### src/rtl/alu_share_arbiter.sv
// Round-robin arbiter that lets two requesters share one 8-bit ALU.
// It drives the ALU operands from registers, waits SETTLE_CYCLES, then returns RESULT/ZERO with a one-cycle ACK.
module alu_share_arbiter #(
    parameter int SETTLE_CYCLES = 2
) (
    input  logic       CLK,
    input  logic       RESET,
    input  logic       REQ0,
    input  logic [2:0] OP0,
    input  logic [7:0] A0,
    input  logic [7:0] B0,
    input  logic       REQ1,
    input  logic [2:0] OP1,
    input  logic [7:0] A1,
    input  logic [7:0] B1,
    output logic       ACK0,
    output logic       ACK1,
    output logic       ERR0,
    output logic       ERR1,
    output logic [7:0] RESULT_OUT,
    output logic       ZERO_OUT,
    output logic       BUSY,
    output logic [7:0] ALU_DATA1,
    output logic [7:0] ALU_DATA2,
    output logic [2:0] ALU_SELECT,
    input  logic [7:0] ALU_RESULT,
    input  logic       ALU_ZERO,
    output logic [1:0] state_dbg
);

    typedef enum logic [1:0] {
        IDLE = 2'd0,
        EXEC = 2'd1,
        RESP = 2'd2
    } state_t;

    localparam logic [3:0] SETTLE = 4'(SETTLE_CYCLES);

    state_t     state_q, state_d;
    logic [3:0] cnt_q, cnt_d;
    logic       last_q, last_d;
    logic       owner_q, owner_d;
    logic       ack0_q, ack0_d;
    logic       ack1_q, ack1_d;
    logic       err0_q, err0_d;
    logic       err1_q, err1_d;
    logic       busy_q, busy_d;
    logic       zero_q, zero_d;
    logic [7:0] result_q, result_d;
    logic [7:0] data1_q, data1_d;
    logic [7:0] data2_q, data2_d;
    logic [2:0] sel_q, sel_d;

    logic       gnt;
    logic [2:0] gnt_op;
    logic [7:0] gnt_a;
    logic [7:0] gnt_b;

    // Under contention the port that did not win last time gets the grant.
    always_comb begin
        gnt    = (REQ0 && REQ1) ? ~last_q : REQ1;
        gnt_op = gnt ? OP1 : OP0;
        gnt_a  = gnt ? A1 : A0;
        gnt_b  = gnt ? B1 : B0;
    end

    always_comb begin
        state_d  = state_q;
        cnt_d    = cnt_q;
        last_d   = last_q;
        owner_d  = owner_q;
        ack0_d   = 1'b0;
        ack1_d   = 1'b0;
        err0_d   = 1'b0;
        err1_d   = 1'b0;
        zero_d   = zero_q;
        result_d = result_q;
        data1_d  = data1_q;
        data2_d  = data2_q;
        sel_d    = sel_q;

        case (state_q)
            IDLE: begin
                if (REQ0 || REQ1) begin
                    owner_d = gnt;
                    if (REQ0 && REQ1) begin
                        last_d = gnt;
                    end
                    if (gnt_op[2]) begin
                        // Reserved select: answer immediately, leave the ALU untouched.
                        result_d = 8'h00;
                        zero_d   = 1'b0;
                        ack0_d   = ~gnt;
                        ack1_d   = gnt;
                        err0_d   = ~gnt;
                        err1_d   = gnt;
                        state_d  = RESP;
                    end else begin
                        data1_d = gnt_a;
                        data2_d = gnt_b;
                        sel_d   = gnt_op;
                        cnt_d   = SETTLE;
                        state_d = EXEC;
                    end
                end
            end
            EXEC: begin
                cnt_d = cnt_q - 4'd1;
                if (cnt_q == 4'd1) begin
                    result_d = ALU_RESULT;
                    zero_d   = ALU_ZERO;
                    ack0_d   = ~owner_q;
                    ack1_d   = owner_q;
                    state_d  = RESP;
                end
            end
            RESP: begin
                state_d = IDLE;
            end
            default: begin
                state_d = IDLE;
            end
        endcase

        busy_d = (state_d != IDLE);
    end

    always_ff @(posedge CLK or negedge RESET) begin
        if (!RESET) begin
            state_q  <= IDLE;
            cnt_q    <= 4'd0;
            last_q   <= 1'b1;
            owner_q  <= 1'b0;
            ack0_q   <= 1'b0;
            ack1_q   <= 1'b0;
            err0_q   <= 1'b0;
            err1_q   <= 1'b0;
            busy_q   <= 1'b0;
            zero_q   <= 1'b0;
            result_q <= 8'h00;
            data1_q  <= 8'h00;
            data2_q  <= 8'h00;
            sel_q    <= 3'b000;
        end else begin
            state_q  <= state_d;
            cnt_q    <= cnt_d;
            last_q   <= last_d;
            owner_q  <= owner_d;
            ack0_q   <= ack0_d;
            ack1_q   <= ack1_d;
            err0_q   <= err0_d;
            err1_q   <= err1_d;
            busy_q   <= busy_d;
            zero_q   <= zero_d;
            result_q <= result_d;
            data1_q  <= data1_d;
            data2_q  <= data2_d;
            sel_q    <= sel_d;
        end
    end

    assign ACK0       = ack0_q;
    assign ACK1       = ack1_q;
    assign ERR0       = err0_q;
    assign ERR1       = err1_q;
    assign BUSY       = busy_q;
    assign ZERO_OUT   = zero_q;
    assign RESULT_OUT = result_q;
    assign ALU_DATA1  = data1_q;
    assign ALU_DATA2  = data2_q;
    assign ALU_SELECT = sel_q;
    assign state_dbg  = state_q;

endmodule
### config.mk
export PLATFORM = sky130hd
export DESIGN_NAME = alu_share_arbiter
export DESIGN_NICKNAME = d
export VERILOG_FILES = /design/src/rtl/alu_share_arbiter.sv
export SDC_FILE = /design/constraint.sdc
export NUM_CORES = 1
export LEC_CHECK = 0
export CELL_PAD_IN_SITES_DETAIL_PLACEMENT = 1
export CELL_PAD_IN_SITES_GLOBAL_PLACEMENT = 1
export CORE_MARGIN = 3
export CORE_UTILIZATION = 45
export CTS_CLUSTER_SIZE = 20
export DETAILED_ROUTE_END_ITERATION = 8
export DONT_BUFFER_PORTS = 1
export PLACE_DENSITY = 0.73
export RECOVER_POWER = 100
export SLEW_MARGIN = 20
export SYNTH_ARGS = -nofsm -noshare
export SYNTH_HDL_FRONTEND = slang
export SYNTH_SLANG_ARGS = --single-unit
### constraint.sdc
create_clock -name CLK -period 3 [get_ports CLK]
set_clock_uncertainty 0.05 [all_clocks]
set_input_delay 0.45 -clock CLK [delete_from_list [all_inputs] [get_ports CLK]]
set_output_delay 0.45 -clock CLK [all_outputs]
set_load 0.01 [all_outputs]
==> results.yml <==
pwr:
  power.internal_mw: 1.34
  p_sw_frac: 0.369
  clkPwrFrac: 0.200
  powerDensity_nw_per_um2: 1030
  vdd_drop_max_mv: 0.406
  totalPowerFinal_mw: 2.12
  p_leak_nw: 0.951
  p_sw_mw: 0.781
  pwr-share-seq: 0.509
  combinationalPowerShare: 0.291
die:
  rows: 23
  ioPinCount: 86
  core_sq_um: 4060
  die_h_um: 71.4
  die_area_sq_um: 5100
  start_util: 0.475
  die_w_um: 71.4
timing:
  min_period_ns: 2.06
  setup_viol: 0
  fin_tns_setup_ns: 0
  final_max_slew_viol_count: 0
  worst_slew_pin_slew_ns: 0.597
  rsz0062_at_grt: "no"
  period_share: 0.688
  final_hold_viol_count: 0
  maxSlewHeadroom: 0.601
  timing.fmax_ghz: 0.484
route:
  vias: 1152
  antenna_left: 0
  wl_mm: 4.01
  vias_per_cell: 5.59
  wl_per_cell_um: 19.5
  dr.pass1.iters: 4
  remaining_drc_errors: 0
  drtIter0Drc: 53
synthesis:
  netlist_instances: 151
  yosys.area.top_type_share: 0.506
  synth_top_area_cell: "dfrtp_1"
  ys_seq_area_frac: 0.520
  synth-edff-count: 0
  ys_types: 37
  yosysWarningCount: 0
  synthesis.area_sq_um: 1930
  synth_common_cells: "dfrtp_1 (39), inv_1 (16), mux2_1 (16), mux2_2 (11)"
  synth_ff_type: "dfrtp_1"
  postSynth.asyncResetShare: 1.00
  ys_seq_elements: 40
  syn_area_per_cell_sq_um: 12.8
  syn_nets: 204
  synthTopCellsByArea: "dfrtp_1 (51%), mux2_1 (9.4%), mux2_4 (7.8%)"
  yosysMostFrequentCell: "dfrtp_1"
critical_path:
  reg2reg_from: "state_dbg[1]"
  cp_max_fo: 10
  startpoint_type: "flip-flop"
  crit_type: "reg -> reg"
  critPathRequiredTime_ns: 3.15
  end_kind: "flip-flop"
  crit_arrival_ns: 2.22
  startpoint: "state_dbg[1]"
global_route:
  grt_pass1_wl_mm: 6.32
  track_usage: 0.163
  grt_remaining_overflow: 0
  grt_pass1_vias: 1246
  grt_max_degree: 41
  antenna_found_initial: 0
clock_network:
  cts_buffer_depth: 2
  h-tree-depth: 2
  post_cts_buffers: 0
  cts_sinks: 40
  clk_pin_slew_ns: 0.07
  cts_tree: "built"
  cts_root_buffer: "clkbuf_8"
  clock_latency_ns: 0.29
  cts_buffers: 5
job:
  maxCapViolCount: 0
place:
  dp.final_hpwl_mm: 3.02
  gp_congestion: 0.823
  numPortBuffers: 0
layout:
  drive_gt1_frac: 0.147
  n_antenna_cell: 0
  num-nets-final: 208
  areaGrowthSynthToFinish_pct: 6.30
hold_path:
  holdCritStartpoint: "ALU_RESULT[6]"
  hold_path_class: "in -> reg"
outcome:
  status: "finished clean"
-- registers in the layout, summed over array words and instances (netlist names) --
| signal | flops |
|---|---|
| ACK0 | 1 |
| ACK1 | 1 |
| ALU_DATA1 | 8 |
| ALU_DATA2 | 8 |
| ALU_SELECT | 2 |
| BUSY | 1 |
| ERR0 | 1 |
| ERR1 | 1 |
| RESULT_OUT | 8 |
| ZERO_OUT | 1 |
| cnt_q | 4 |
| last_q | 1 |
| owner_q | 1 |
| state_dbg | 2 |
-- path summary, 6_finish.rpt --
path / end / slack, ns / cells past startpoint
worst min register to register: ACK0 / 0.49 / 1
worst min-delay path: RESULT_OUT[6] / 0.25 / 2
max in group asynchronous: last_q / 2.07 / 2
worst max-delay path: ZERO_OUT / 0.94 / 4
min in group asynchronous: ACK1 / 0.58 / 2
worst max register to register: ZERO_OUT / 0.94 / 4
-- layout by cell type, fill, tap and decap left out, types with 2 or more instances in the layout --
cell type   n
dfrtp_1    39
mux2_1     25
inv_1      16
mux2_2     11
nand2_1    10
mux2i_1    10
nand3_1     5
clkbuf_8    5
nor2_1      2
a21oi_1     2
o21ai_0     2
a21o_1      2
a22o_1      2
ha_1        2
buf_4       2
-- metrics by stage --
stage                     std cells  hold WS [ns]   util  area, sq um  worst slack, ns
final                           206         0.248  0.505         2050            0.936
after global routing            206         0.237  0.505         2050            0.690
after CTS                       206         0.237  0.515         2090             1.02
after detailed placement        196         0.106  0.481         1950            0.972
after global placement          196         0.106  0.481         1950             1.10
after floorplan                 151         0.104      -         1930             1.24
-- metal layers --
metal | up-vias | wire length (um) | GRT usage
li1 | 519 | - | -
met1 | 576 | 1510 | 0.186
met2 | 53 | 2070 | 0.271
met3 | 4 | 408 | 0.0785
met4 | 0 | 32 | 0.0501
met5 | - | 0 | 0
-- power by group through the flow --
stage	Clock [mW]	Sequential, mW	Combinational [mW]
floorplan	0	1.03	0.590
global placement	0	1.09	0.632
detailed placement	0	1.10	0.684
CTS	0.437	1.09	0.700
global route	0.463	1.11	0.698
finish	0.422	1.08	0.617
-- what timing repair did --
item | 4_1_cts | 5_1_grt
hold buffers | 2 | 0
hold endpoints to repair | 40 | 0
gates resized for setup | 0 | 0
-- worst max-delay path: stages, from the launching register on --
cell and delay [ns]:
dfrtp_1 0.49, nor2_1 0.41, nand4_1 0.26, nand3_1 0.49, mux2i_1 0.27
-- cell type report --
| cell class | instances | area (sq um) |
|---|---|---|
| clock inverter | 2 | 35.0 |
| clock buffer | 6 | 72.6 |
| timing repair buffer | 4 | 45.0 |
| fill | 426 | 2010 |
| tap | 50 | 62.6 |
| multi-input combinational | 88 | 771 |
| sequential | 40 | 1000 |
| inverter | 16 | 60.1 |
-- kinds of logic after synthesis --
group,Yosys count,synth area share
mux,47,0.288
flops,40,0.520
simple gates,25,0.0675
buf+inv,23,0.0591
compound gates,12,0.0461
fa+ha+maj,2,0.0130
other cells,1,0.00195
xor+xnor,1,0.00455
Power figures use the tool's default switching activity.
